[src/rtl/sincronizador_pkg.sv]
// Shared constants, state encodings and SUDI field layout for the code-group synchronizer.
// Latency: n/a (declarations only). Backpressure: n/a.
package sincronizador_pkg;

  localparam logic [9:0] K28_5_P = 10'b1100000101;
  localparam logic [9:0] K28_5_N = 10'b0011111010;

  localparam int SUDI_W        = 11;
  localparam int SUDI_EVEN_BIT = 0;
  localparam int SUDI_CG_LSB   = 1;
  localparam int SUDI_CG_MSB   = 10;

  typedef enum logic [3:0] {
    ST_LOSS_OF_SYNC     = 4'd0,
    ST_COMMA_DETECT_1   = 4'd1,
    ST_ACQUIRE_SYNC_1   = 4'd2,
    ST_COMMA_DETECT_2   = 4'd3,
    ST_ACQUIRE_SYNC_2   = 4'd4,
    ST_COMMA_DETECT_3   = 4'd5,
    ST_SYNC_ACQUIRED_1  = 4'd6,
    ST_SYNC_ACQUIRED_2  = 4'd7,
    ST_SYNC_ACQUIRED_2A = 4'd8,
    ST_SYNC_ACQUIRED_3  = 4'd9,
    ST_SYNC_ACQUIRED_3A = 4'd10,
    ST_SYNC_ACQUIRED_4  = 4'd11,
    ST_SYNC_ACQUIRED_4A = 4'd12
  } sync_state_t;

  function automatic logic [3:0] count_ones(input logic [9:0] v);
    logic [3:0] n;
    n = 4'd0;
    for (int i = 0; i < 10; i++) n = n + {3'd0, v[i]};
    return n;
  endfunction

endpackage

[src/rtl/sincronizador_if.sv]
// Code-group bundle between deserializer, synchronizer and receptor.
// Latency: n/a (wiring only). Backpressure: none, one code group per clock.
interface sincronizador_if;
  import sincronizador_pkg::*;

  logic [9:0]        PUDI;
  logic [SUDI_W-1:0] SUDI;
  logic              SYNC_STATUS;

  modport master (output PUDI, input SUDI, input SYNC_STATUS);
  modport slave  (input PUDI, output SUDI, output SYNC_STATUS);
endinterface

[src/rtl/detector_cg.sv]
// Classifies one code group as comma and/or cgbad; SINC_BALANCE_CHECK_EN adds disparity-structure checks.
// Latency: combinational. Backpressure: none.
module detector_cg
  import sincronizador_pkg::*;
(
  input  logic [9:0] pudi,
  input  logic       rx_even,
  output logic       comma,
  output logic       cgbad
);

  logic is_k28_5;
  logic imbalance;

  assign is_k28_5 = (pudi == K28_5_P) || (pudi == K28_5_N);

`ifdef SINC_BALANCE_CHECK_EN
  logic [3:0] n_all;
  logic [3:0] n_hi;
  logic [3:0] n_lo;

  assign n_all = count_ones(pudi);
  assign n_hi  = count_ones({4'd0, pudi[9:4]});
  assign n_lo  = count_ones({6'd0, pudi[3:0]});

  assign imbalance = (n_all < 4'd4) || (n_all > 4'd6) ||
                     (n_hi  < 4'd2) || (n_hi  > 4'd4) ||
                     (n_lo  < 4'd1) || (n_lo  > 4'd3);
`else
  assign imbalance = 1'b0;
`endif

  // An unbalanced group is never treated as a comma, only as bad.
  assign comma = is_k28_5 && !imbalance;
  assign cgbad = (comma && rx_even) || imbalance;

endmodule

[src/rtl/sincronizador.sv]
// 1000BASE-X receive synchronization FSM: tags code groups with rx_even and drives SYNC_STATUS (SINC_BALANCE_CHECK_EN enables balance checks).
// Latency: 1 cycle, PUDI at edge k appears on SUDI at edge k. Backpressure: none, every code group passes through.
module sincronizador
  import sincronizador_pkg::*;
#(
  parameter int GOOD_CGS_LIMIT = 3
) (
  input  logic           CLK,
  input  logic           RESET,
  sincronizador_if.slave sif
);

  sync_state_t       state;
  sync_state_t       next_state;
  logic [1:0]        good_cgs;
  logic [1:0]        next_good_cgs;
  logic [SUDI_W-1:0] sudi_q;
  logic [SUDI_W-1:0] sudi_d;
  logic              sync_q;
  logic              next_sync;
  logic              next_rx_even;
  logic              rx_even;
  logic              comma;
  logic              cgbad;
  logic              good_limit;

  // rx_even of the current state is the tag already on SUDI.
  assign rx_even = sudi_q[SUDI_EVEN_BIT];

  detector_cg u_detector_cg (
    .pudi    (sif.PUDI),
    .rx_even (rx_even),
    .comma   (comma),
    .cgbad   (cgbad)
  );

  always_ff @(posedge CLK) begin
    if (RESET) begin
      state    <= ST_LOSS_OF_SYNC;
      good_cgs <= 2'd0;
    end else begin
      state    <= next_state;
      good_cgs <= next_good_cgs;
    end
  end

  assign good_limit = (int'(good_cgs) + 1) >= GOOD_CGS_LIMIT;

  always_comb begin
    next_state    = state;
    next_good_cgs = good_cgs;
    case (state)
      ST_LOSS_OF_SYNC:
        if (comma) next_state = ST_COMMA_DETECT_1;
      ST_COMMA_DETECT_1:
        next_state = (!comma && !cgbad) ? ST_ACQUIRE_SYNC_1 : ST_LOSS_OF_SYNC;
      ST_COMMA_DETECT_2:
        next_state = (!comma && !cgbad) ? ST_ACQUIRE_SYNC_2 : ST_LOSS_OF_SYNC;
      ST_COMMA_DETECT_3:
        next_state = (!comma && !cgbad) ? ST_SYNC_ACQUIRED_1 : ST_LOSS_OF_SYNC;
      ST_ACQUIRE_SYNC_1:
        if (cgbad)      next_state = ST_LOSS_OF_SYNC;
        else if (comma) next_state = ST_COMMA_DETECT_2;
      ST_ACQUIRE_SYNC_2:
        if (cgbad)      next_state = ST_LOSS_OF_SYNC;
        else if (comma) next_state = ST_COMMA_DETECT_3;
      ST_SYNC_ACQUIRED_1:
        if (cgbad) next_state = ST_SYNC_ACQUIRED_2;
      ST_SYNC_ACQUIRED_2:
        next_state = cgbad ? ST_SYNC_ACQUIRED_3 : ST_SYNC_ACQUIRED_2A;
      ST_SYNC_ACQUIRED_3:
        next_state = cgbad ? ST_SYNC_ACQUIRED_4 : ST_SYNC_ACQUIRED_3A;
      ST_SYNC_ACQUIRED_4:
        next_state = cgbad ? ST_LOSS_OF_SYNC : ST_SYNC_ACQUIRED_4A;
      ST_SYNC_ACQUIRED_2A:
        if (cgbad)           next_state = ST_SYNC_ACQUIRED_3;
        else if (good_limit) next_state = ST_SYNC_ACQUIRED_1;
      ST_SYNC_ACQUIRED_3A:
        if (cgbad)           next_state = ST_SYNC_ACQUIRED_4;
        else if (good_limit) next_state = ST_SYNC_ACQUIRED_2;
      ST_SYNC_ACQUIRED_4A:
        if (cgbad)           next_state = ST_LOSS_OF_SYNC;
        else if (good_limit) next_state = ST_SYNC_ACQUIRED_3;
      default:
        next_state = ST_LOSS_OF_SYNC;
    endcase

    case (state)
      ST_SYNC_ACQUIRED_2, ST_SYNC_ACQUIRED_3, ST_SYNC_ACQUIRED_4:
        if (!cgbad) next_good_cgs = 2'd1;
      ST_SYNC_ACQUIRED_2A, ST_SYNC_ACQUIRED_3A, ST_SYNC_ACQUIRED_4A:
        if (!cgbad) next_good_cgs = (good_cgs == 2'd3) ? 2'd3 : good_cgs + 2'd1;
      default: ;
    endcase

    // Counter restarts whenever a SYNC_ACQUIRED_2/3/4 level is entered.
    if (next_state == ST_SYNC_ACQUIRED_2 || next_state == ST_SYNC_ACQUIRED_3 ||
        next_state == ST_SYNC_ACQUIRED_4)
      next_good_cgs = 2'd0;
  end

  always_comb begin
    next_rx_even = ~rx_even;
    next_sync    = 1'b0;
    case (next_state)
      ST_COMMA_DETECT_1, ST_COMMA_DETECT_2, ST_COMMA_DETECT_3:
        next_rx_even = 1'b1;
      ST_SYNC_ACQUIRED_1, ST_SYNC_ACQUIRED_2, ST_SYNC_ACQUIRED_2A,
      ST_SYNC_ACQUIRED_3, ST_SYNC_ACQUIRED_3A, ST_SYNC_ACQUIRED_4,
      ST_SYNC_ACQUIRED_4A:
        next_sync = 1'b1;
      default: ;
    endcase
    sudi_d                           = '0;
    sudi_d[SUDI_CG_MSB:SUDI_CG_LSB]  = sif.PUDI;
    sudi_d[SUDI_EVEN_BIT]            = next_rx_even;
  end

  always_ff @(posedge CLK) begin
    if (RESET) begin
      sudi_q <= '0;
      sync_q <= 1'b0;
    end else begin
      sudi_q <= sudi_d;
      sync_q <= next_sync;
    end
  end

  assign sif.SUDI        = sudi_q;
  assign sif.SYNC_STATUS = sync_q;

endmodule

[src/flat_wrapper.sv]
// flat-port wrapper written by rule: the top's interface ports become plain ports
module sincronizador_flat import sincronizador_pkg::*;
#(
  parameter int GOOD_CGS_LIMIT = 3
)
  (CLK, RESET, sif_PUDI, sif_SUDI, sif_SYNC_STATUS);
  sincronizador_if sif_i ();
  input  logic CLK;
  input  logic RESET;
  input wire logic [$bits(sif_i.PUDI)-1:0] sif_PUDI;
  output wire logic [$bits(sif_i.SUDI)-1:0] sif_SUDI;
  output wire logic [$bits(sif_i.SYNC_STATUS)-1:0] sif_SYNC_STATUS;
  assign sif_i.PUDI = sif_PUDI;
  assign sif_SUDI = sif_i.SUDI;
  assign sif_SYNC_STATUS = sif_i.SYNC_STATUS;
  sincronizador #(.GOOD_CGS_LIMIT(GOOD_CGS_LIMIT)) u_core (.CLK(CLK), .RESET(RESET), .sif(sif_i));
endmodule
[config.mk]
export PLATFORM = sky130hd
export DESIGN_NAME = sincronizador_flat
export DESIGN_NICKNAME = d
export VERILOG_FILES = /design/src/rtl/sincronizador_pkg.sv /design/src/rtl/sincronizador_if.sv /design/src/rtl/detector_cg.sv /design/src/rtl/sincronizador.sv /design/src/flat_wrapper.sv
export SDC_FILE = /design/constraint.sdc
export NUM_CORES = 1
export LEC_CHECK = 0
export BUFFER_PORTS_ARGS = -buffer_cell sky130_fd_sc_hd__buf_2
export CELL_PAD_IN_SITES_DETAIL_PLACEMENT = 1
export CELL_PAD_IN_SITES_GLOBAL_PLACEMENT = 1
export CORE_ASPECT_RATIO = 0.9
export CORE_UTILIZATION = 36
export CTS_CLUSTER_DIAMETER = 200
export DETAILED_ROUTE_END_ITERATION = 7
export PLACE_DENSITY = 0.86
export REMOVE_ABC_BUFFERS = 1
export SLEW_MARGIN = 20
export SYNTH_ARGS = -nofsm -noshare
export SYNTH_HDL_FRONTEND = slang
export SYNTH_SLANG_ARGS = --single-unit
[constraint.sdc]
create_clock -name CLK -period 2.63 [get_ports CLK]
set_input_delay 0.263 -clock CLK [delete_from_list [all_inputs] [get_ports CLK]]
set_output_delay 0.263 -clock CLK [all_outputs]
set_load 0.1 [all_outputs]
==> results.toml <==
[routing]
detail_route.wl_per_cell_um = 14.6
dr_drc_count = 0
routed_wl_um = 2210
antenna_left = 0
detailedRoute.firstPassIterationCount = 4
vias = 832
post_drt_via_cell_ratio = 5.51
drt_iter0_markers = 11

[sta]
skew_ns = 0.000913
timing.setup.tns_ns = 0
min_period_over_period = 0.788
clock.fmax_mhz = 483
report.final.slew_viol_count = 0
layout_setup_ws_ns = 0.558
setup_repair_after_global_routing_missed_its_margin = "no"
setup_viol_count_final = 0
least_margin_pin_slew_ns = 0.489
worst_slew_margin_rel = 0.676
final-hold-violation-count = 0
hold-worst-slack_ns = 0.212
min_period_ns = 2.07

[worst_hold_path]
hold_class = "in2reg"

[worst_setup_path]
slowest_stage = "sky130_fd_sc_hd__or4_1"
critical_path.cell_chain = "and4_1 -> or2_1 -> or4_1 -> and3_1 -> mux2i_1 -> o22ai_1"
cp_data_required_time_ns = 2.79
crit_path_max_incr_delay_ns = 0.48
flop2flop_setup_slack_ns = 0.56
setup.worst_path.end_class = "register"
critPathKind = "reg2reg"
critical_path_peak_fanout = 7
cp-start-kind = "register"
cp_num_buf_inv = 0
critical_path.top_delay_family = "simple AND/OR/NAND/NOR gates"
critical_path_arrival_ns = 2.24

[placement]
placed_instance_area_um2 = 1000
place.detailed.hpwl_um = 1760
place_ws_ns = 0.411
placed_cells = 148
routabilityCongestion = 0.829
port_buffer_count = 23

[die]
core_region_area_um2 = 2240
top_level_ports = 24
initial_core_util = 0.396
row_count = 16
vertical_die_dimension_um = 49.1
die_area_um2 = 2670
die_w_um = 54.3

[global_routing]
grt_max_degree = 19
overflow = 0
grt_pass1_vias = 836
grt_first_pass_wirelength_um = 3620
number_of_antenna_violations_at_the_first_check_in_global_routing = 0
grt.total_usage = 0.186

[clocking]
clk_slew_on_worst_s_h_paths_ns = 0.09
number_of_setup_buffers_added_after_cts = 0
postCtsHoldBufs = 0
cts_sinks = 18
post_cts.resized_instances = 0
cts_tree = "yes"
deepest_clock_path_buffer_count = 2
cts_inserted_buffers = 3
clk_root_buffer_cell = "sky130_fd_sc_hd__clkbuf_4"
clock_latency_of_the_later_clocked_register_in_the_worst_skew_pair_ns = 0.28
htree_num_levels = 1

[yosys]
synth.largest_area_cell = "sky130_fd_sc_hd__dfxtp_1"
synth_warnings = 0
sequential_element_share_of_the_synthesized_area = 0.406
synth_top_area_frac = 0.406
cell_types_with_the_largest_area_share_after_synthesis = "sky130_fd_sc_hd__dfxtp_1 (41%), sky130_fd_sc_hd__nor2b_1 (8.5%), sky130_fd_sc_hd__nor2_1 (4.7%)"
netlist_area_um2 = 887
synth_cells = 105
yosys_register_bits = 18
synth.avg_cell_area_um2 = 8.45
synth.distinct_cells = 36

[power]
areal_power_density_over_the_cells_nw_per_um2 = 503
vdd_drop_max_uv = 335
p_leak_nw = 0.462

[finish]
filler_cell_count = 292
multi_input_area_um2 = 484
drive_gt1_frac = 0.234
antenna-diode-count = 0
final-instance-count-excl-fill = 151
area_growth_syn_to_layout_pct = 15.8
final_common_cell = "sky130_fd_sc_hd__buf_2"
finish.net_count = 138
most-common-layout-cells = "sky130_fd_sc_hd__buf_2 (23), sky130_fd_sc_hd__dfxtp_1 (18), sky130_fd_sc_hd__nor2b_1 (12), sky130_fd_sc_hd__nor2_1 (11), sky130_fd_sc_hd__nand2_1 (8)"
ff_latch_area_um2 = 360
layout.cell_area.non_filler_um2 = 1030

[flow_run]
cap_viol_max_count = 0

[status]
outcome = "complete, no violations"
report_power, final:
part	internal, mW	total, mW	switching, mW
Sequential	0.282	0.286	0.00420
Combinational	0.0191	0.102	0.0834
Clock	0.0532	0.129	0.0753
Total	0.354	0.517	0.163
metal layers:
layer / global-route usage / wire length (um)
met1: 0.225 / 981
met5: 0 / 0
met4: 0.0256 / 6
met2: 0.315 / 1140
met3: 0.0654 / 85
registers in the layout, summed over array words and instances, names as in the netlist:
| signal | flops |
|---|---|
| u_core.good_cgs | 2 |
| u_core.state | 4 |
| u_core.sif.SUDI | 11 |
| u_core.sif.SYNC_STATUS | 1 |
final cells by class:
type                       instances  share of cell area
sequential                        18               0.351
timing repair buffer              23               0.112
tap                               27              0.0329
clock buffer                       3              0.0219
inverter                           3              0.0110
multi-input combinational         77               0.471
worst register-to-register path: cells and delay by family (launching register included):
family | cells | cell delay [ns]
and+or+nand+nor | 4 | 1.18
DFF | 1 | 0.39
muxes | 1 | 0.24
AOI/OAI and AO/OA | 1 | 0.13
Yosys cell counts:
master	count
sky130_fd_sc_hd__dfxtp_1	18
sky130_fd_sc_hd__nor2b_1	12
sky130_fd_sc_hd__nor2_1	11
sky130_fd_sc_hd__nand2_1	8
sky130_fd_sc_hd__a21oi_1	5
sky130_fd_sc_hd__a211oi_1	4
sky130_fd_sc_hd__clkbuf_1	4
sky130_fd_sc_hd__inv_1	3
sky130_fd_sc_hd__o21a_1	3
sky130_fd_sc_hd__a211oi_2	2
sky130_fd_sc_hd__and3_1	2
sky130_fd_sc_hd__and4_1	2
sky130_fd_sc_hd__nand2b_1	2
sky130_fd_sc_hd__nand3_1	2
sky130_fd_sc_hd__nor3_1	2
sky130_fd_sc_hd__nor4_1	2
sky130_fd_sc_hd__nor4bb_1	2
sky130_fd_sc_hd__o22ai_1	2
sky130_fd_sc_hd__xor2_1	2
sky130_fd_sc_hd__a311oi_1	1
sky130_fd_sc_hd__a31oi_1	1
sky130_fd_sc_hd__a32oi_1	1
sky130_fd_sc_hd__and2_1	1
sky130_fd_sc_hd__and4_4	1
sky130_fd_sc_hd__and4b_1	1
sky130_fd_sc_hd__buf_1	1
sky130_fd_sc_hd__buf_2	1
sky130_fd_sc_hd__buf_4	1
sky130_fd_sc_hd__mux2i_1	1
sky130_fd_sc_hd__nand4_1	1
sky130_fd_sc_hd__o211a_1	1
sky130_fd_sc_hd__o21ai_0	1
sky130_fd_sc_hd__o21ai_1	1
sky130_fd_sc_hd__o32ai_1	1
sky130_fd_sc_hd__or2_1	1
sky130_fd_sc_hd__or4_1	1
worst paths after layout:
path,startpoint,endpoint,depth (start not counted)
worst min register to register,u_core.good_cgs[0]$_SDFFE_PP0P_,u_core.good_cgs[0]$_SDFFE_PP0P_,2
worst min-delay path,sif_PUDI[7],u_core.sif.SUDI[8]$_SDFF_PP0_,2
worst max-delay path,u_core.sif.SUDI[0]$_SDFF_PP0_,u_core.sif.SUDI[0]$_SDFF_PP0_,6
worst max register to register,u_core.sif.SUDI[0]$_SDFF_PP0_,u_core.sif.SUDI[0]$_SDFF_PP0_,6
per-stage QoR:
step / total power [mW] / util
3_3_place_gp: 0.394 / 0.448
6_report: 0.517 / 0.458
4_1_cts: 0.524 / 0.458
2_1_floorplan: 0.369 / -
5_1_grt: 0.540 / 0.458
3_5_place_dp: 0.395 / 0.448
cell families (layout without fill, tap and decap cells):
family | Yosys count | count (layout) | synth area share
AND/OR/NAND/NOR | 51 | 51 | 0.326
AO/OA/AOI/OAI | 23 | 23 | 0.189
flip-flops | 18 | 18 | 0.406
buffers and inverters | 10 | 29 | 0.0479
XOR/XNOR | 2 | 2 | 0.0197
multiplexers | 1 | 1 | 0.0113
Note: power is estimated with default switching activity, not from simulation.
